## config.mk

```make
export PLATFORM = sky130hd
export DESIGN_NAME = hex_speed_display
export DESIGN_NICKNAME = d
export VERILOG_FILES = /design/src/rtl/hex_speed_display.sv
export SDC_FILE = /design/constraint.sdc
export NUM_CORES = 1
export LEC_CHECK = 0
export CORE_UTILIZATION = 35
export DETAILED_ROUTE_END_ITERATION = 16
export HOLD_SLACK_MARGIN = 0.02
export PLACE_DENSITY = 0.55
export SKIP_CTS_REPAIR_TIMING = 1
export SLEW_MARGIN = 20
export SYNTH_ARGS = -nofsm -noshare
export SYNTH_HDL_FRONTEND = slang
export SYNTH_SLANG_ARGS = --single-unit
```

## constraint.sdc

```tcl
create_clock -name clk -period 3.1 [get_ports clk]
set_input_delay 0.62 -clock clk [delete_from_list [all_inputs] [get_ports clk]]
set_output_delay 0.62 -clock clk [all_outputs]
set_load 0.01 [all_outputs]
```

## src/rtl/hex_speed_display.sv

```systemverilog
// hex_speed_display: drives six active-low seven-segment digits from the
// HPS hex PIO word and a ten-LED bar graph with peak-hold/decay marker from
// the HPS speed PIO word.
module hex_speed_display #(
    parameter int unsigned HOLD_CYCLES  = 25_000_000,
    parameter int unsigned DECAY_CYCLES = 5_000_000
) (
    input  logic        clk,
    input  logic        reset_n,
    input  logic [31:0] hex_value,
    input  logic [9:0]  speed,
    output logic [6:0]  hex0,
    output logic [6:0]  hex1,
    output logic [6:0]  hex2,
    output logic [6:0]  hex3,
    output logic [6:0]  hex4,
    output logic [6:0]  hex5,
    output logic [9:0]  ledr
);

    localparam int unsigned HW = (HOLD_CYCLES  > 1) ? $clog2(HOLD_CYCLES)  : 1;
    localparam int unsigned DW = (DECAY_CYCLES > 1) ? $clog2(DECAY_CYCLES) : 1;

    typedef enum logic [1:0] {
        TRACK,
        HOLD,
        DECAY
    } state_t;

    logic [31:0]       hex_r;
    logic [9:0]        speed_r;
    logic [3:0]        level_r;
    logic [5:0][6:0]   digit_nxt;
    logic              zero_run;
    logic [9:0]        bar;
    logic [9:0]        led_nxt;

    state_t            state, state_nxt;
    logic [3:0]        peak, peak_nxt;
    logic [HW-1:0]     hold_cnt, hold_nxt;
    logic [DW-1:0]     decay_cnt, decay_nxt;

    // bit 30 of the PIO word carries nothing
    logic unused_hex_bit;
    assign unused_hex_bit = hex_r[30];

    function automatic logic [6:0] seg7(input logic [3:0] n);
        logic [6:0] s;
        case (n)
            4'h0: s = 7'h40;
            4'h1: s = 7'h79;
            4'h2: s = 7'h24;
            4'h3: s = 7'h30;
            4'h4: s = 7'h19;
            4'h5: s = 7'h12;
            4'h6: s = 7'h02;
            4'h7: s = 7'h78;
            4'h8: s = 7'h00;
            4'h9: s = 7'h10;
            4'hA: s = 7'h08;
            4'hB: s = 7'h03;
            4'hC: s = 7'h46;
            4'hD: s = 7'h21;
            4'hE: s = 7'h06;
            default: s = 7'h0E;
        endcase
        return s;
    endfunction

    // Input stage: capture the PIO words every cycle
    always_ff @(posedge clk or negedge reset_n) begin
        if (!reset_n) begin
            hex_r   <= '0;
            speed_r <= '0;
            level_r <= '0;
        end else begin
            hex_r   <= hex_value;
            speed_r <= speed;
            level_r <= 4'((14'(speed_r) * 14'd11) >> 10);
        end
    end

    // Digit decode with blanking; walk from digit 5 down so zero_run tells
    // whether this digit and every digit above it are zero
    always_comb begin
        digit_nxt = '1;
        zero_run  = 1'b1;
        for (int unsigned k = 0; k < 6; k++) begin
            zero_run = zero_run & (hex_r[4*(5-k) +: 4] == 4'h0);
            if (hex_r[24 + 5 - k])
                digit_nxt[5-k] = 7'h7F;
            else if (hex_r[31] && (k != 5) && zero_run)
                digit_nxt[5-k] = 7'h7F;
            else
                digit_nxt[5-k] = seg7(hex_r[4*(5-k) +: 4]);
        end
    end

    // Segment output registers
    always_ff @(posedge clk or negedge reset_n) begin
        if (!reset_n) begin
            hex0 <= 7'h7F;
            hex1 <= 7'h7F;
            hex2 <= 7'h7F;
            hex3 <= 7'h7F;
            hex4 <= 7'h7F;
            hex5 <= 7'h7F;
        end else begin
            hex0 <= digit_nxt[0];
            hex1 <= digit_nxt[1];
            hex2 <= digit_nxt[2];
            hex3 <= digit_nxt[3];
            hex4 <= digit_nxt[4];
            hex5 <= digit_nxt[5];
        end
    end

    // Bar graph: LEDs below the current level are lit
    always_comb begin
        bar = '0;
        for (int unsigned k = 0; k < 10; k++)
            bar[k] = (4'(k) < level_r);
    end

    // Peak tracker next state; a level at or above the peak always wins,
    // even over a decrement falling due on the same edge
    always_comb begin
        state_nxt = state;
        peak_nxt  = peak;
        hold_nxt  = hold_cnt;
        decay_nxt = decay_cnt;
        if (level_r >= peak) begin
            peak_nxt  = level_r;
            hold_nxt  = '0;
            state_nxt = HOLD;
        end else begin
            case (state)
                HOLD: begin
                    if (hold_cnt == HW'(HOLD_CYCLES - 1)) begin
                        state_nxt = DECAY;
                        decay_nxt = '0;
                        hold_nxt  = '0;
                    end else begin
                        hold_nxt = hold_cnt + HW'(1);
                    end
                end
                DECAY: begin
                    if (decay_cnt == DW'(DECAY_CYCLES - 1)) begin
                        peak_nxt  = peak - 4'd1;
                        decay_nxt = '0;
                        if ((peak - 4'd1) <= level_r)
                            state_nxt = TRACK;
                    end else begin
                        decay_nxt = decay_cnt + DW'(1);
                    end
                end
                default: peak_nxt = level_r;
            endcase
        end
        led_nxt = bar | ((peak_nxt != 4'd0) ? (10'd1 << (peak_nxt - 4'd1)) : 10'd0);
    end

    // Peak FSM, counters and LED register
    always_ff @(posedge clk or negedge reset_n) begin
        if (!reset_n) begin
            state     <= TRACK;
            peak      <= '0;
            hold_cnt  <= '0;
            decay_cnt <= '0;
            ledr      <= '0;
        end else begin
            state     <= state_nxt;
            peak      <= peak_nxt;
            hold_cnt  <= hold_nxt;
            decay_cnt <= decay_nxt;
            ledr      <= led_nxt;
        end
    end

endmodule

```

# Word level (Yosys, flattened, before mapping)

Memories as Yosys holds them, arrays and structs flattened.
Cells that the tools add are included.
Widths: inputs -> output; s select.

Bits in registers: 152
Memory bits (read-only): 672
Bits of input ports: 44
Output and inout port bits: 52
Word-level logic and storage cells: 94
Memories kept: 6

Memory list:

| name             | depth | width | read ports | clocked after memory_dff | wr ports | line | RTL |
|---|---|---|---|---|---|---|---|
| (name not given) | 16    | 7     | 1          | 0                        | 0        | 49   | `case (n)` |
| (name not given) | 16    | 7     | 1          | 0                        | 0        | 49   |  |
| (name not given) | 16    | 7     | 1          | 0                        | 0        | 49   |  |
| (name not given) | 16    | 7     | 1          | 0                        | 0        | 49   |  |
| (name not given) | 16    | 7     | 1          | 0                        | 0        | 49   |  |
| (name not given) | 16    | 7     | 1          | 0                        | 0        | 49   |  |

Add/sub/neg operators: 4
Multipliers: 1
Order comparisons: 12
Equality and inequality tests: 8
Shifts and indexed selects: 1
Mux-type cells: 26
Bitwise operators: 6
Reduce and logical (&&, ||, !) cells: 16

Operators with widths:

| kind                  | number |
|---|---|
| $mux 7                | 11 |
| $mux 25               | 3 |
| $mux 23               | 2 |
| $pmux 23 s2           | 1 |
| $add 25x1->25 const B | 1 |
| $eq 25x25->1 const B  | 1 |
| $add 23x1->23 const B | 1 |
| $eq 23x23->1 const B  | 1 |
| $logic_not 4->1       | 5 |
| $lt 3x4->1 const A    | 4 |
| $mul 10x4->14 const B | 1 |
| $mux 10               | 1 |
| $or 10x10->10         | 1 |
| $shl 1x4->10 const A  | 1 |
| $ne 3x3->1 const B    | 3 |
| $lt 1x4->1 const A    | 2 |
| $lt 2x4->1 const A    | 2 |
| $lt 4x4->1 const A    | 2 |
| $mux 2                | 4 |
| $mux 4                | 2 |
| $pmux 4 s2            | 1 |
| $sub 4x1->4 const B   | 2 |
| $logic_and 1x1->1     | 5 |
| $and 1x1->1           | 4 |
| other kinds (12)      | 13 |

# Logic depth before layout (Yosys ltp)

Gate-level depths: netlist of the first run.

Depth after elaboration: 8
Gate-level depth with buffers: 11
Mapped depth without buffers: 11

# Worst setup path before layout of the first run

Ideal clock, no wire load.

Path type: reg2reg
Start point: register speed_r[4]
End point: register level_r[2]
Library setup time: 0.080 ns
Data arrival time: 2.535 ns
Required time: 3.020 ns
Slack: 0.485 ns
Stages on the path, launching flop included: 12
Buffers on the path: 0
Period minus slack after synthesis: 2.615 ns
Cells stage by stage: dfrtp_1 > ha_1 > inv_1 > fa_1 > inv_1 > ha_1 > a21o_1 > a21oi_1 > o211ai_1 > a31o_2 > a21oi_1 > xnor2_1

Word-level cells in the longest chain between the ends: 1

Ends and longest elaborated chain:

| item                   | line | RTL |
|---|---|---|
| from (decl)            | 31   | `logic [9:0] speed_r;` |
| from (signal assigned) | 78   | `speed_r <= speed;` |
| $mul 10x4->14          | 79   | `level_r <= 4'((14'(speed_r) * 14'd11) >> 10);` |
| to (signal assigned)   | 79   |  |
| to (decl)              | 32   | `logic [3:0] level_r;` |

Every way passes these cells.
A chain may end at the register's enable or synchronous reset.

# Final worst setup path of the first run

Start point: register level_r[3]
End point: register decay_cnt[8]

Word-level cells in the longest chain between the ends: 3

Ends and longest elaborated chain:

| item                       | line | RTL |
|---|---|---|
| $ge 4x4->1                 | 132  | `if (level_r >= peak) begin` |
| $not 1->1 (no line)        | --   |  |
| $reduce_and 3->1 (no line) | --   |  |
| to (signal assigned)       | 175  | `decay_cnt <= decay_nxt;` |
| to (decl)                  | 41   | `logic [DW-1:0] decay_cnt, decay_nxt;` |

Every way passes these cells.

==> results.tsv, run 1 <==
metric	value	unit
syn_area_per_cell	10.04	um2
seq_area_frac_synth	45.07	%
fin_nets	1059	
yosysMostFrequentCell	dfrtp_1	
synth-main-ff-cell	dfrtp_1	
synthTopCellsByArea	dfrtp_1, dfstp_2, ha_1, o21ai_0, inv_1	
slew_headroom	49.36	%
cap_violations	0	
post_drt_wl_per_cell	14.42	um
synth_xor_area_share	0.6182	%
seqPwrFrac	35.7	%
finalHoldViolations	0	
synth_top_family_by_area	compound AO/OA/AOI/OAI gates	
die_w	157.8	um
ys_seq_elements	151	
yosys.area.top_type	dfrtp_1	
p_clk_share	32.5	%
ir_worst_vdd	0.3263	mV
cts.sinks	151	
worstMarginPinSlew	752.6	ps
p_sw_share	35.53	%
clock_latency	430	ps
htreeDepth	4	
cts_buffers	17	
core	23610	um2
synthSimpleGateAreaFrac	15.87	%
cp-start-kind	flip-flop	
period_minus_slack	2820	ps
setup_ws	279.8	ps
via_per_inst	5.058	
ant_nets	0	
wirelength	18320	um
r2r_cells	6	
synth_nets	968	
area_delta_synth_final	22.23	%
clockBufferDepth	2	
crit_type	reg -> reg	
synth_compound_area_share	17.90	%
arrival	3140	ps
rsz0062_at_grt	false	
period_share	90.97	%
ios	96	
synth_area	8501	um2
dr.first_iter.drc_count	335	
antenna_found_initial	0	
end_kind	flip-flop	
num_rows	56	
dieArea	24920	um2
synth_top_cell_area_share	32.09	%
fmax	0.3546	GHz
timing.rr.start	level_r[3]	
r2r-end	decay_cnt[8]	
grt_pass1_wl	31460	um
start_util	36.00	%
cts_tree	built	
slew_viol_final	0	
die_height	157.8	um
grt_max_degree	68	
hpwl	12710	um
insertedDiodeCount	0	
hold_path.class	in -> async	
io_buffers	94	
num_vias	6424	
postSynthCellCount	847	
path_max_fanout	9	
grt_pass1_vias	6413	
gr-total-overflow	0	
power.switching	2.324	mW
combPwrFrac	31.8	%
synthMuxAreaShare	3.400	%
dr.pass1.iters	5	
synth_fa_ha_area_share	11.86	%
outcome	finished clean	
drcViolationCount	0	
synth_cell_types	76	
place.gp.congestion	0.8018	
power.internal	4.217	mW
yosys_warnings	0	
netlist_top_cells_count	dfrtp_1, ha_1, inv_1	
grtUsageTotal	15.88	%
drive_gt1_share	13.04	%
path_clk_slew	70	ps
synthArstFlopShare	100.0	%
critPathRequiredTime	3420	ps
synth_edf_count	0	
p_leak	4.505	nW
place_ws	308.1	ps
setup_violations	0	
cts_root_buf	clkbuf_16	
ff2ff_setup_slack	280	ps
skew	10.54	ps
powerDensity	629.6	nW/um2
tns	0	ps
==> area by class of cell <==
class                   instances  area [um2]
clock buffers                  18       439.2
clock inverters                14       172.7
fillers                      2303       13220
inverters                      72       270.3
multi-input cells             590        4233
flip-flops and latches        151        3831
well taps                     319       399.1
repair buffers                106        1045
==> power by group through the flow <==
stage | Clock [mW] | Combinational [mW] | Sequential (mW)
3_3_place_gp | 0 | 2.07 | 2.37
5_1_grt | 2.30 | 2.34 | 2.36
6_report | 2.13 | 2.08 | 2.33
3_5_place_dp | 0 | 2.07 | 2.37
2_1_floorplan | 0 | 1.38 | 2.38
4_1_cts | 2.21 | 2.09 | 2.34
==> through the flow <==
step | hold slack [ps] | area, um2 | power [mW] | instances | util [%]
after CTS | 201.3 | 10390 | 6.634 | 1270 | 44.00
final | 187.4 | 10390 | 6.541 | 1270 | 44.00
after global placement | 468.0 | 9778 | 4.444 | 1238 | 41.41
after floorplan | 324.4 | 8501 | 3.755 | 847 | -
after global routing | 223.0 | 10390 | 7.000 | 1270 | 44.00
after detailed placement | 479.0 | 9778 | 4.443 | 1238 | 41.41
==> layout by cell type, fill, tap and decap left out, drive strengths merged, types with 5 or more instances in the layout <==
| master | netlist | routed |
|---|---|---|
| nor2b | 10 | 10 |
| nand4 | 20 | 20 |
| ha | 71 | 71 |
| inv | 71 | 79 |
| and3 | 10 | 10 |
| a21o | 16 | 16 |
| nor3 | 16 | 16 |
| or2 | 9 | 9 |
| buf | 11 | 13 |
| o311ai | 13 | 13 |
| a31oi | 13 | 13 |
| clkinv | 1 | 7 |
| a21oi | 43 | 43 |
| nor2 | 49 | 49 |
| clkdlybuf4s50 | 0 | 93 |
| nand3 | 39 | 39 |
| dfstp | 42 | 42 |
| o21ai | 64 | 64 |
| clkbuf | 23 | 18 |
| dfrtp | 109 | 109 |
| nand3b | 5 | 5 |
| o21a | 6 | 6 |
| o211ai | 23 | 23 |
| a22o | 6 | 6 |
| mux2i | 21 | 21 |
| and2 | 6 | 6 |
| nand2 | 63 | 63 |
| fa | 6 | 6 |
| nand2b | 10 | 10 |
| o31ai | 9 | 9 |
==> cells by family (layout without fill, tap and decap cells) <==
kind of cell,count (synthesis),count (layout)
compound gates,224,224
xor+xnor,6,6
fa+ha+maj,77,77
buf+inv,106,210
flops,151,151
mux,26,26
simple gates,257,257
==> metal layers <==
layer | GRT usage (%) | routed length (um)
met4 | 4.669 | 154
met5 | 0 | 0
met2 | 25.45 | 8691
met1 | 20.16 | 8264
met3 | 5.393 | 1205
==> registers in the layout (all words and copies together), names as in the netlist <==
name / cells
hex3: 7
hex4: 7
speed_r: 10
hex5: 7
hex_r: 31
peak: 4
hex1: 7
ledr: 10
state: 2
decay_cnt: 23
level_r: 4
hex2: 7
hex0: 7
hold_cnt: 25
==> worst max path at each step <==
stage               start            end  slack (ps)  cells after the start
6_report       level_r[3]   decay_cnt[8]         280                      6
5_1_grt        level_r[0]   decay_cnt[8]         100                      7
4_1_cts        speed_r[6]     level_r[2]         280                     11
3_5_place_dp   level_r[3]   decay_cnt[8]         310                      6
3_3_place_gp   level_r[3]  decay_cnt[10]         340                      6
2_1_floorplan  speed_r[4]     level_r[2]         480                     11
==> worst max-delay path, cell delays in order, from the launching register on <==
cell,delay [ps]
dfrtp_1,450
ha_1,320
or2_4,280
a2111oi_4,480
nor2_1,250
or3_1,610
o31ai_1,320
Note: power is estimated with default switching activity, not from simulation.
==> run 2, diff against run 1 <==
--- a/config.mk
+++ b/config.mk
@@ -5,6 +5,7 @@
 export SDC_FILE = /design/constraint.sdc
 export NUM_CORES = 1
 export LEC_CHECK = 0
+export CORE_ASPECT_RATIO = 1.2
 export CORE_UTILIZATION = 35
 export DETAILED_ROUTE_END_ITERATION = 16
 export HOLD_SLACK_MARGIN = 0.02
==> constraint.sdc (replaced) <==
create_clock -name clk -period 2.6 [get_ports clk]
set_input_delay 0.52 -clock clk [delete_from_list [all_inputs] [get_ports clk]]
set_output_delay 0.52 -clock clk [all_outputs]
set_load 0.01 [all_outputs]
==> results.tsv, run 2 (synthesized netlist as in run 1, its figures left out) <==
metric	value	unit	change
p_leak	4.714	nW	was 4.505 nW
worstMarginPinSlew	547.7	ps	was 752.6 ps
ir_worst_vdd	0.4537	mV	was 0.3263 mV
end_kind	flip-flop		unchanged
htreeDepth	4		unchanged
grt_max_degree	55		was 68
arrival	2820	ps	was 3140 ps
io_buffers	94		unchanged
cp-start-kind	flip-flop		unchanged
slowest_stage	fa_1		was or3_1
ios	96		unchanged
insertedDiodeCount	0		unchanged
cts_buffers	17		unchanged
layout_common_cells	dfrtp_1, clkdlybuf4s50_1, inv_1		was dfrtp_1, clkdlybuf4s50_1, inv_1, ha_1, nand2_1
skew	11.90	ps	was 10.54 ps
gr-total-overflow	0		unchanged
path_clk_slew	70	ps	about the same
cp_common_cell	inv_1		
multi_input_area	4308	um2	was 4233 um2
grt_pass1_wl	32600	um	was 31460 um
clockBufferDepth	2		unchanged
cp_cell_sequence	ha_1, inv_1, fa_1, inv_1, ha_2, a21o_1, a21oi_2, o211ai_1, a31o_2, buf_4, xor2_1		was ha_1, or2_4, a2111oi_4, nor2_1, or3_1, o31ai_1
num_vias	6627		was 6424
post_drt_wl_per_cell	14.30	um	was 14.42 um
die_height	172.7	um	was 157.8 um
reg_top3	hex_r: 31 flops, hold_cnt: 25 flops, decay_cnt: 23 flops		unchanged
critPathRequiredTime	2900	ps	was 3420 ps
cts.sinks	151		unchanged
finalHoldViolations	0		unchanged
final_util	45.14	%	was 44.00%
grtUsageTotal	16.40	%	was 15.88%
fin_nets	1101		was 1059
antenna_found_initial	0		unchanged
cts_tree	built		unchanged
clock_latency	420	ps	was 430 ps
place.gp.congestion	0.8230		was 0.8018
n_fill_cell	2324		was 2303
place_ws	-125.9	ps	was 308.1 ps
cap_violations	0		unchanged
path_max_fanout	3		was 9
num_rows	62		was 56
drive_gt1_share	18.23	%	was 13.04%
ant_nets	0		unchanged
crit_type	reg -> reg		unchanged
totalPowerFinal	8.201	mW	was 6.541 mW
period_minus_slack	2523	ps	was 2820 ps
die_w	144.3	um	was 157.8 um
dr.first_iter.drc_count	284		was 335
core	23890	um2	was 23610 um2
top_register	hex_r		unchanged
grt_pass1_vias	6610		was 6413
area_delta_synth_final	26.88	%	was 22.23%
drcViolationCount	0		unchanged
rsz0062_at_grt	true		was false
slew_headroom	63.15	%	was 49.36%
wirelength	18780	um	was 18320 um
hpwl	13570	um	was 12710 um
cts_root_buf	clkbuf_16		unchanged
period_share	97.05	%	was 90.97%
dr.pass1.iters	4		was 5
via_per_inst	5.047		was 5.058
layout_commonest_cell	dfrtp_1		unchanged
fmax	0.3963	GHz	was 0.3546 GHz
dieArea	24920	um2	about the same
largest_register_ffs	31		unchanged
start_util	35.58	%	was 36.00%
seq_area	3831	um2	unchanged
setup_violations	0		unchanged
outcome	finished clean		unchanged
slew_viol_final	0		unchanged
slowest_delay	470	ps	was 610 ps
powerDensity	760.4	nW/um2	was 629.6 nW/um2
r2r_cells	11		was 6
hold_path.class	in -> async		unchanged
setup_ws	76.71	ps	was 279.8 ps
## run 2: cell types whose count changed in the layout (fill, tap and decap cells not counted), sizes merged
cell,delta
buf,+42
clkbuf,-1
clkinvlp,+1
## run 2: metal layers
metal	track usage, %	vias up	part of all wire (%)
met4	5.614	0	1.5
met3	3.572	16	3.1
li1	-	3306	-
met2	27.80	104	52
met5	0	-	0
met1	20.40	3201	44
## run 2: critical path: cells and delay by family (launching register included)
kind                     cells  cell delay [ps]
buffers and inverters        3              210
XOR/XNOR                     1              130
adder cells (fa/ha/maj)      3              920
AO/OA/AOI/OAI                4              720
flip-flops                   1              420
## run 2: per-stage QoR
step / setup TNS (ps) / instances / area, um2 / hold WS (ps)
detailed placement: -227.4 / 1275 / 10080 / 469.4
floorplan: 0 / 847 / 8504 / 224.4
global route: -329.5 / 1313 / 10790 / 100.2
finish: 0 / 1313 / 10790 / 77.83
CTS: -275.8 / 1307 / 10670 / 79.43
global placement: -97.62 / 1275 / 10080 / 460.3
## run 2: area by class of cell
class                      instances  share of cell area, %
clock buffer                      17                  3.944
clock inverter                    15                  1.497
inverter                          72                  2.506
multi-input combinational        590                  39.94
sequential                       151                  35.52
tap                              320                  3.712
timing repair buffer             148                  12.88
## run 2: final timing paths
| check | slack, ps | startpoint | to |
|---|---|---|---|
| max | 80 | speed_r[5] | level_r[1] |
| min | 80 | reset_n | decay_cnt[14] |
| max reg2reg | 80 | speed_r[5] | level_r[1] |
| min reg2reg | 470 | hold_cnt[22] | hold_cnt[22] |
| max in group asynchronous | 1780 | reset_n | hex0[3] |
| min in group clk | 470 | hold_cnt[22] | hold_cnt[22] |
## run 2: power breakdown
part | internal [mW] | total [mW] | switching, mW
clock | 1.29 | 2.42 | 1.13
sequential | 2.61 | 2.76 | 0.148
combinational | 1.46 | 3.02 | 1.57
total | 5.35 | 8.20 | 2.85
==> run 3, diff against run 2 <==
--- a/config.mk
+++ b/config.mk
@@ -5,11 +5,12 @@
 export SDC_FILE = /design/constraint.sdc
 export NUM_CORES = 1
 export LEC_CHECK = 0
+export ABC_CLOCK_PERIOD_IN_PS = 2600
 export CORE_ASPECT_RATIO = 1.2
 export CORE_UTILIZATION = 35
 export DETAILED_ROUTE_END_ITERATION = 16
 export HOLD_SLACK_MARGIN = 0.02
-export PLACE_DENSITY = 0.55
+export PLACE_DENSITY = 0.59
 export SKIP_CTS_REPAIR_TIMING = 1
 export SLEW_MARGIN = 20
 export SYNTH_ARGS = -nofsm -noshare
==> results.tsv, run 3 (synthesized netlist as in run 1, its figures left out) <==
metric	value	unit	change
outcome	finished clean		unchanged
htreeDepth	4		unchanged
cts_buffers	17		unchanged
dieArea	24920	um2	unchanged
layout_commonest_cell	dfrtp_1		unchanged
finalHoldViolations	0		unchanged
seq_area	3831	um2	unchanged
hold_ws	474.7	ps	was 77.83 ps
io_buffers	94		unchanged
place_inst	1268		was 1275
post_drt_wl_per_cell	13.88	um	was 14.30 um
cts.sinks	151		unchanged
fmax	0.3959	GHz	was 0.3963 GHz
place.gp.congestion	0.8383		was 0.8230
fin_nets	1095		was 1101
core	23890	um2	unchanged
die_height	172.7	um	unchanged
top_register	hex_r		unchanged
cp-start-kind	flip-flop		unchanged
stdcell_area	10740	um2	was 10790 um2
drive_gt1_share	17.43	%	was 18.23%
place_ws	-121.2	ps	was -125.9 ps
area_delta_synth_final	26.33	%	was 26.88%
hpwl	13190	um	was 13570 um
dr_wl_met2	9085	um	was 9712 um
slew_headroom	62.27	%	was 63.15%
clock_latency	430	ps	was 420 ps
grt_pass1_vias	6326		was 6610
cap_violations	0		unchanged
insertedDiodeCount	0		unchanged
gr-total-overflow	0		unchanged
rsz0062_at_grt	true		unchanged
grtUsageTotal	15.45	%	was 16.40%
crit_type	reg -> reg		unchanged
p_leak	4.683	nW	was 4.714 nW
met1_length	8188	um	was 8195 um
grt_pass1_wl	30930	um	was 32600 um
arrival	2850	ps	was 2820 ps
num_vias	6590		was 6627
path_clk_slew	70	ps	about the same
antenna_found_initial	0		unchanged
n_fill_cell	2325		was 2324
setup_violations	0		unchanged
grt_max_degree	62		was 55
powerDensity	752.5	nW/um2	was 760.4 nW/um2
multi_input_area	4300	um2	was 4308 um2
dr_wl_met3	654	um	was 588 um
setup_ws	74.40	ps	was 76.71 ps
worstMarginPinSlew	560.8	ps	was 547.7 ps
die_w	144.3	um	unchanged
via_per_inst	5.042		was 5.047
top_layer_used	met4		unchanged
ios	96		unchanged
cts_tree	built		unchanged
clockBufferDepth	2		unchanged
start_util	35.58	%	unchanged
layout_common_cells	dfrtp_1, clkdlybuf4s50_1, inv_1		unchanged
reg_top3	hex_r: 31 flops, hold_cnt: 25 flops, decay_cnt: 23 flops		unchanged
period_minus_slack	2526	ps	was 2523 ps
dr.first_iter.drc_count	306		was 284
period_share	97.14	%	was 97.05%
slew_viol_final	0		unchanged
ant_nets	0		unchanged
final_cells	1307		was 1313
wirelength	18140	um	was 18780 um
dr.pass1.iters	4		unchanged
largest_register_ffs	31		unchanged
hold_path.class	reg -> reg		was in -> async
cts_root_buf	clkbuf_16		unchanged
totalPowerFinal	8.082	mW	was 8.201 mW
skew	8.991	ps	was 11.90 ps
drcViolationCount	0		unchanged
num_rows	62		unchanged
post_dp_cell_area	10040	um2	was 10080 um2
end_kind	flip-flop		unchanged
ir_worst_vdd	0.5187	mV	was 0.4537 mV
critPathRequiredTime	2920	ps	was 2900 ps
path_max_fanout	6		was 3
[run 3: cell types whose count changed in the layout (fill, tap and decap cells not counted), sizes merged]
cell / change
buf: -7
clkinv: -3
clkinvlp: +2
dlygate4sd3: +1
inv: +1
[run 3: path summary, 6_finish.rpt]
check,start,end,slack (ps),cells after the start
worst min register to register,hold_cnt[22],hold_cnt[22],470,1
min in group asynchronous,reset_n,decay_cnt[5],580,2
worst max register to register,state[0],ledr[2],70,10
worst min-delay path,hold_cnt[22],hold_cnt[22],470,1
max in group asynchronous,reset_n,hex2[5],1260,3
worst max-delay path,state[0],ledr[2],70,10
[run 3: power breakdown]
group          switching [mW]  internal (mW)
Sequential              0.148           2.61
Combinational            1.54           1.38
Clock                    1.12           1.28
[run 3: critical path: stages, from the launching register on]
cell       delay (ps)
dfrtp_1           350
inv_1              60
ha_1              290
or2_4             270
a2111oi_4         300
buf_4             190
buf_4             110
nor3_1             60
a31oi_1           430
nand2_1           120
o221ai_1          240
[run 3: final cells by class]
class                           instances  area share (%)
Sequential cell                       151           35.68
Clock inverter                         15           1.456
Clock buffer                           17           3.961
Timing Repair Buffer                  142           12.62
Inverter                               72           2.517
Tap cell                              320           3.728
Multi-Input combinational cell        590           40.04
[run 3: metrics by stage]
stage	TNS (ps)	util [%]
finish	0	44.95
global route	-131.2	44.95
CTS	-243.4	44.45
detailed placement	-213.5	42.01
global placement	-133.5	42.01
floorplan	0	-
[run 3: per-layer routing]
| metal | GRT usage, % | vias up |
|---|---|---|
| met5 | 0 | - |
| met4 | 5.000 | 0 |
| met3 | 3.351 | 15 |
| met2 | 25.18 | 100 |
| met1 | 20.24 | 3171 |
| li1 | - | 3304 |
